`src/rtl/mem_wb_stage_pkg.sv`:
```
// mem_wb_stage_pkg: result-source, funct3, access-size and FSM state constants shared by the M/W stage
package mem_wb_stage_pkg;
  localparam logic [1:0] RES_ALU = 2'b00, RES_LOAD = 2'b01, RES_PC4 = 2'b10;
  localparam logic [2:0] F3_B = 3'b000, F3_H = 3'b001, F3_W = 3'b010, F3_BU = 3'b100, F3_HU = 3'b101;
  localparam logic [1:0] SZ_B = 2'd0, SZ_H = 2'd1, SZ_W = 2'd2;
  localparam logic [1:0] ST_IDLE = 2'd0, ST_REQ = 2'd1, ST_RESP = 2'd2;
  function automatic logic [1:0] acc_size(input logic [2:0] f3, input logic st);
    return (f3 == F3_B || (!st && f3 == F3_BU)) ? SZ_B : (f3 == F3_H || (!st && f3 == F3_HU)) ? SZ_H : SZ_W;
  endfunction
endpackage

```
`src/rtl/mem_wb_stage_load_align.sv`:
```
// load_align: picks the addressed lane of a read word and sign/zero extends it (rdata, lane, funct3 -> data)
module load_align
  import mem_wb_stage_pkg::*;
(
  input  logic [31:0] rdata,
  input  logic [1:0]  lane,
  input  logic [2:0]  funct3,
  output logic [31:0] data
);
  logic [31:0] sh;
  logic [1:0] sz;
  always_comb begin
    sh = rdata >> {lane, 3'b000};
    sz = acc_size(funct3, 1'b0);
    data = sz == SZ_B ? {{24{sh[7] & ~funct3[2]}}, sh[7:0]} : sz == SZ_H ? {{16{sh[15] & ~funct3[2]}}, sh[15:0]} : rdata;
  end
endmodule

```
`src/rtl/mem_wb_stage.sv`:
```
// mem_wb_stage: M-stage data-memory handshake FSM plus registered W bundle (M controls in, dmem req/rsp, StallM/MisalignM, RegWriteW/RdW/ResultW out)
module mem_wb_stage
  import mem_wb_stage_pkg::*;
#(
  parameter int DATA_W = 32
) (
  input  logic              clk,
  input  logic              rst,
  input  logic              RegWriteM,
  input  logic              MemWriteM,
  input  logic [1:0]        ResultSrcM,
  input  logic [2:0]        Funct3M,
  input  logic [DATA_W-1:0] ALUResultM,
  input  logic [DATA_W-1:0] WriteDataM,
  input  logic [DATA_W-1:0] PCPlus4M,
  input  logic [4:0]        RdM,
  output logic              dmem_req_valid,
  output logic              dmem_req_we,
  output logic [DATA_W-1:0] dmem_req_addr,
  output logic [DATA_W-1:0] dmem_req_wdata,
  output logic [3:0]        dmem_req_be,
  input  logic              dmem_req_ready,
  input  logic              dmem_rsp_valid,
  input  logic [DATA_W-1:0] dmem_rsp_rdata,
  output logic              StallM,
  output logic              MisalignM,
  output logic              RegWriteW,
  output logic [4:0]        RdW,
  output logic [DATA_W-1:0] ResultW
);
  logic [1:0] state, state_n, sz;
  logic is_store, is_load, access, misalign, store_acc, rsp_done, wb_en;
  logic [DATA_W-1:0] load_data;
  load_align u_align (.rdata(dmem_rsp_rdata), .lane(ALUResultM[1:0]), .funct3(Funct3M), .data(load_data));
  always_comb begin
    is_store = MemWriteM;
    is_load = ResultSrcM == RES_LOAD && !MemWriteM;
    access = is_store || is_load;
    sz = acc_size(Funct3M, MemWriteM);
    misalign = access && (sz == SZ_H ? ALUResultM[0] : sz == SZ_W ? |ALUResultM[1:0] : 1'b0);
    MisalignM = misalign;
    dmem_req_valid = access && !misalign && state != ST_RESP;
    dmem_req_we = is_store;
    dmem_req_addr = {ALUResultM[DATA_W-1:2], 2'b00};
    dmem_req_be = sz == SZ_B ? 4'b0001 << ALUResultM[1:0] : sz == SZ_H ? (ALUResultM[1] ? 4'b1100 : 4'b0011) : 4'b1111;
    dmem_req_wdata = sz == SZ_B ? {4{WriteDataM[7:0]}} : sz == SZ_H ? {2{WriteDataM[15:0]}} : WriteDataM;
    store_acc = dmem_req_valid && dmem_req_ready && is_store;
    rsp_done = state == ST_RESP && dmem_rsp_valid;
    StallM = access && !misalign && !store_acc && !rsp_done;
    wb_en = !access || rsp_done;
    state_n = state == ST_RESP ? (dmem_rsp_valid ? ST_IDLE : ST_RESP) :
              !dmem_req_valid ? ST_IDLE : !dmem_req_ready ? ST_REQ : is_load ? ST_RESP : ST_IDLE;
  end
  always_ff @(posedge clk or posedge rst) begin
    if (rst) begin
      state <= ST_IDLE;
      RegWriteW <= 1'b0;
      RdW <= 5'd0;
      ResultW <= '0;
    end else begin
      state <= state_n;
      RegWriteW <= wb_en && RegWriteM;
      RdW <= wb_en ? RdM : 5'd0;
      ResultW <= rsp_done ? load_data : ResultSrcM == RES_PC4 ? PCPlus4M : ALUResultM;
    end
  end
endmodule

```
`config.mk`:
```
export PLATFORM = sky130hd
export DESIGN_NAME = mem_wb_stage
export DESIGN_NICKNAME = d
export VERILOG_FILES = /design/src/rtl/mem_wb_stage_pkg.sv /design/src/rtl/mem_wb_stage_load_align.sv /design/src/rtl/mem_wb_stage.sv
export SDC_FILE = /design/constraint.sdc
export NUM_CORES = 1
export LEC_CHECK = 0
export BUFFER_PORTS_ARGS = -buffer_cell sky130_fd_sc_hd__buf_2
export CAP_MARGIN = 30
export CELL_PAD_IN_SITES_DETAIL_PLACEMENT = 0
export CELL_PAD_IN_SITES_GLOBAL_PLACEMENT = 1
export CORE_MARGIN = 2
export CORE_UTILIZATION = 25
export CTS_CLUSTER_DIAMETER = 40
export CTS_CLUSTER_SIZE = 16
export DETAILED_ROUTE_END_ITERATION = 8
export PLACE_DENSITY_LB_ADDON = 0.1
export SLEW_MARGIN = 5
export SYNTH_ARGS = -nofsm -noshare
export SYNTH_HDL_FRONTEND = slang
export SYNTH_HIERARCHICAL = 1
export SYNTH_SLANG_ARGS = --single-unit
export TNS_END_PERCENT = 50
```
`constraint.sdc`:
```
create_clock -name clk -period 1.2 [get_ports clk]
set_input_delay 0.18 -clock clk [delete_from_list [all_inputs] [get_ports clk]]
set_output_delay 0.18 -clock clk [all_outputs]
set_load 0.005 [all_outputs]
```
==> flow_summary.toml <==
[timing]
clock_skew_ns = 0.00446
finalSetupViolations = 61
finalCritPeriodShare_pct = 125
fmax_mhz = 668
finalMaxSlewViolations = 0
fin_ws_ns = -0.297
final.min_clock_period_ns = 1.50
whs_ns = 0.0973
rsz0062_at_grt = "true"
hold_viol = 0

[worst_setup_path]
cp_data_arrival_time_ns = 1.32
r2r_cells = 5
path_class = "input pin to output pin"
path_cells = "buf_12 > buf_12 > a211oi_4 > buf_6 > mux2_4 > buf_6"
reg2reg_from = "state[0]$_DFF_PP0_"
crit_required_ns = 1.02
r2r_slack_ns = -0.06
cp-end-kind = "output pin"
cp_slowest_cell = "mux2_4"
critPathMaxFanout = 8
crit_path_start_kind = "input pin"
critPathMaxStageDelay_ns = 0.32
reg2reg_to = "ResultW[15]$_DFF_PP0_"

[floorplan]
core_region_area_um2 = 13300
io_pins = 254
initial_utilization_pct = 25.7
rows = 42
design.die.area_um2 = 14600
die_x_um = 121
die_h_um = 121

[clocking]
cts_made_buffers = 5
root_buffer = "clkbuf_16"
path_clk_slew_ns = 0.06
clock-sinks = 40
cts_tree = "yes"
insertion_delay_ns = 0.29
cts_buffer_depth = 2
htree_levels = 2

[power_and_ir_drop]
power-per-cell-area_nw_per_um2 = 859
p_sw_mw = 1.37
clkPwrFrac_pct = 34.3
p_int_mw = 3.65
combPwrFrac_pct = 36.1
pwr-share-seq_pct = 29.6
switching_share_pct = 27.3
ir_drop_uv = 487
p_leak_nw = 2.99

[synth]
yosys_warnings = 6
postSynth.asyncResetShare_pct = 100
synthTopCellsByArea = "dfrtp_1 (29%), mux2i_1 (13%), buf_4 (9.6%)"
netlist-cell-type-count = 38
synth_cells = 397
synth.avg_cell_area_um2 = 8.62
yosysTopAreaCellShare_pct = 29.2
synthTopCellsByCount = "a21oi_1 (57), nor2_1 (52), buf_4 (44), mux2i_1 (44), dfrtp_1 (40)"
syn-cell-area_um2 = 3420
ys_ff_latch = 40
synth_ff_type = "dfrtp_1"
synth.most_common_cell = "a21oi_1"
synth_edf_count = 0
seq_area_frac_synth_pct = 29.2
synth_area_leader_cell = "dfrtp_1"

[drt]
first_iter_violations = 139
num_vias = 3844
ant_nets = 0
vias_per_cell = 4.59
drt_pass1_iterations = 4
post-route-drc-count = 0
post_drt_wl_per_cell_um = 16.4
routed_wl_um = 13800

[worst_hold_path]
min_to = "RdW[0]$_DFF_PP0_"
hold_depth = 2
min-delay-start = "RdM[0]"
hold_path.class = "input pin to register"

[grt]
grt_use_total_pct = 17.9
grt_pass1_wl_um = 20300
grt_max_degree = 34
grt_antenna_before_repair = 0
first_global_vias = 3921
grt_remaining_overflow = 0

[run_status]
violations = "negative setup slack"
outcome = "finished with violations"

[job]
drv_cap = 0

[place]
place_area_um2 = 4950
io_buffers = 251
dp.cells = 809
place_congestion = 0.850
post-dp-hpwl_um = 10400

[final_layout]
fillerInstances = 1384
syn_to_final_growth_pct = 70.6
fin_nets = 805
fin_area_um2 = 5840
layoutNonFillerInstCount = 837
drive_above_1_share_pct = 61.1
diodes = 0
area by class of cell:
class | count | area (um2) | share of cell area (%)
repair buffers | 325 | 2190 | 37.6
inverters | 6 | 22.5 | 0.386
multi-input cells | 283 | 2220 | 38.0
clock inverters | 2 | 60.1 | 1.03
well taps | 176 | 220 | 3.77
flip-flops and latches | 40 | 1000 | 17.1
clock buffers | 5 | 125 | 2.14
repair_timing:
action                                  4_1_cts  5_1_grt
endpoints found under the hold margin        14        0
cloned                                        3        3
hold buffers                                  1        0
buffers inserted                              9        9
pin swaps                                    13       11
resized for setup                            68       61
endpoints found under the setup margin       61       63
flip-flops by register name, indices dropped and copies added, names as in the netlist:
| signal | cells |
|---|---|
| state | 2 |
| RdW | 5 |
| ResultW | 32 |
| RegWriteW | 1 |
worst max path at each step:
stage / slack, ns / end / cells after the start / start
6_report: -0.30 / dmem_req_wdata[10] / 6 / Funct3M[0]
5_1_grt: -0.34 / StallM / 4 / state[1]$_DFF_PP0_
4_1_cts: -0.30 / dmem_req_wdata[10] / 6 / Funct3M[1]
3_5_place_dp: -0.64 / ResultW[19]$_DFF_PP0_ / 8 / Funct3M[0]
3_3_place_gp: -0.81 / ResultW[26]$_DFF_PP0_ / 7 / Funct3M[0]
2_1_floorplan: -0.33 / ResultW[26]$_DFF_PP0_ / 8 / Funct3M[0]
critical path, delay by kind of cell:
kind | cells | cell delay, ns
muxes | 1 | 0.32
AOI/OAI and AO/OA | 1 | 0.25
buffers and inverters | 4 | 0.56
metal layers:
metal  global-route usage (%)  share of wire, %
met2                     33.3                54
met1                     20.7                39
met3                     3.48               5.4
met5                        0                 0
met4                     5.16               1.0
kinds of logic after synthesis:
logic type,synth area share [%]
buffers and inverters,14.8
flip-flops,29.2
multiplexers,20.9
other,0.110
AO/OA/AOI/OAI,19.2
AND/OR/NAND/NOR,15.8
power by group through the flow:
stage	clock network (mW)	logic, mW	registers [mW]
2_1_floorplan	0	0.746	1.53
6_report	1.72	1.81	1.49
3_3_place_gp	0	1.49	1.51
3_5_place_dp	0	1.51	1.51
4_1_cts	1.76	1.72	1.49
5_1_grt	1.82	1.97	1.50
through the flow:
step / setup TNS, ns / utilization [%] / setup slack (ns) / power [mW]
global placement: -27.77 / 37.1 / -0.814 / 3.01
finish: -8.58 / 43.9 / -0.297 / 5.02
CTS: -7.57 / 41.7 / -0.297 / 4.96
floorplan: -4.54 / - / -0.330 / 2.27
global route: -11.49 / 43.9 / -0.342 / 5.28
detailed placement: -24.89 / 37.2 / -0.644 / 3.02
layout by cell type (no fill, tap or decap), types with 7 or more instances in the layout:
master     instances
a21oi_2            8
a22oi_1            7
nor2_1            39
buf_4             48
dfrtp_1           40
nand2_1           12
clkbuf_16          7
mux2_4            16
nor2b_1           16
buf_6             29
a21o_1            15
a21oi_1           49
mux2i_1           40
buf_2            229
nor2_2             8
buf_12            12
Note: power is estimated with default switching activity, not from simulation.
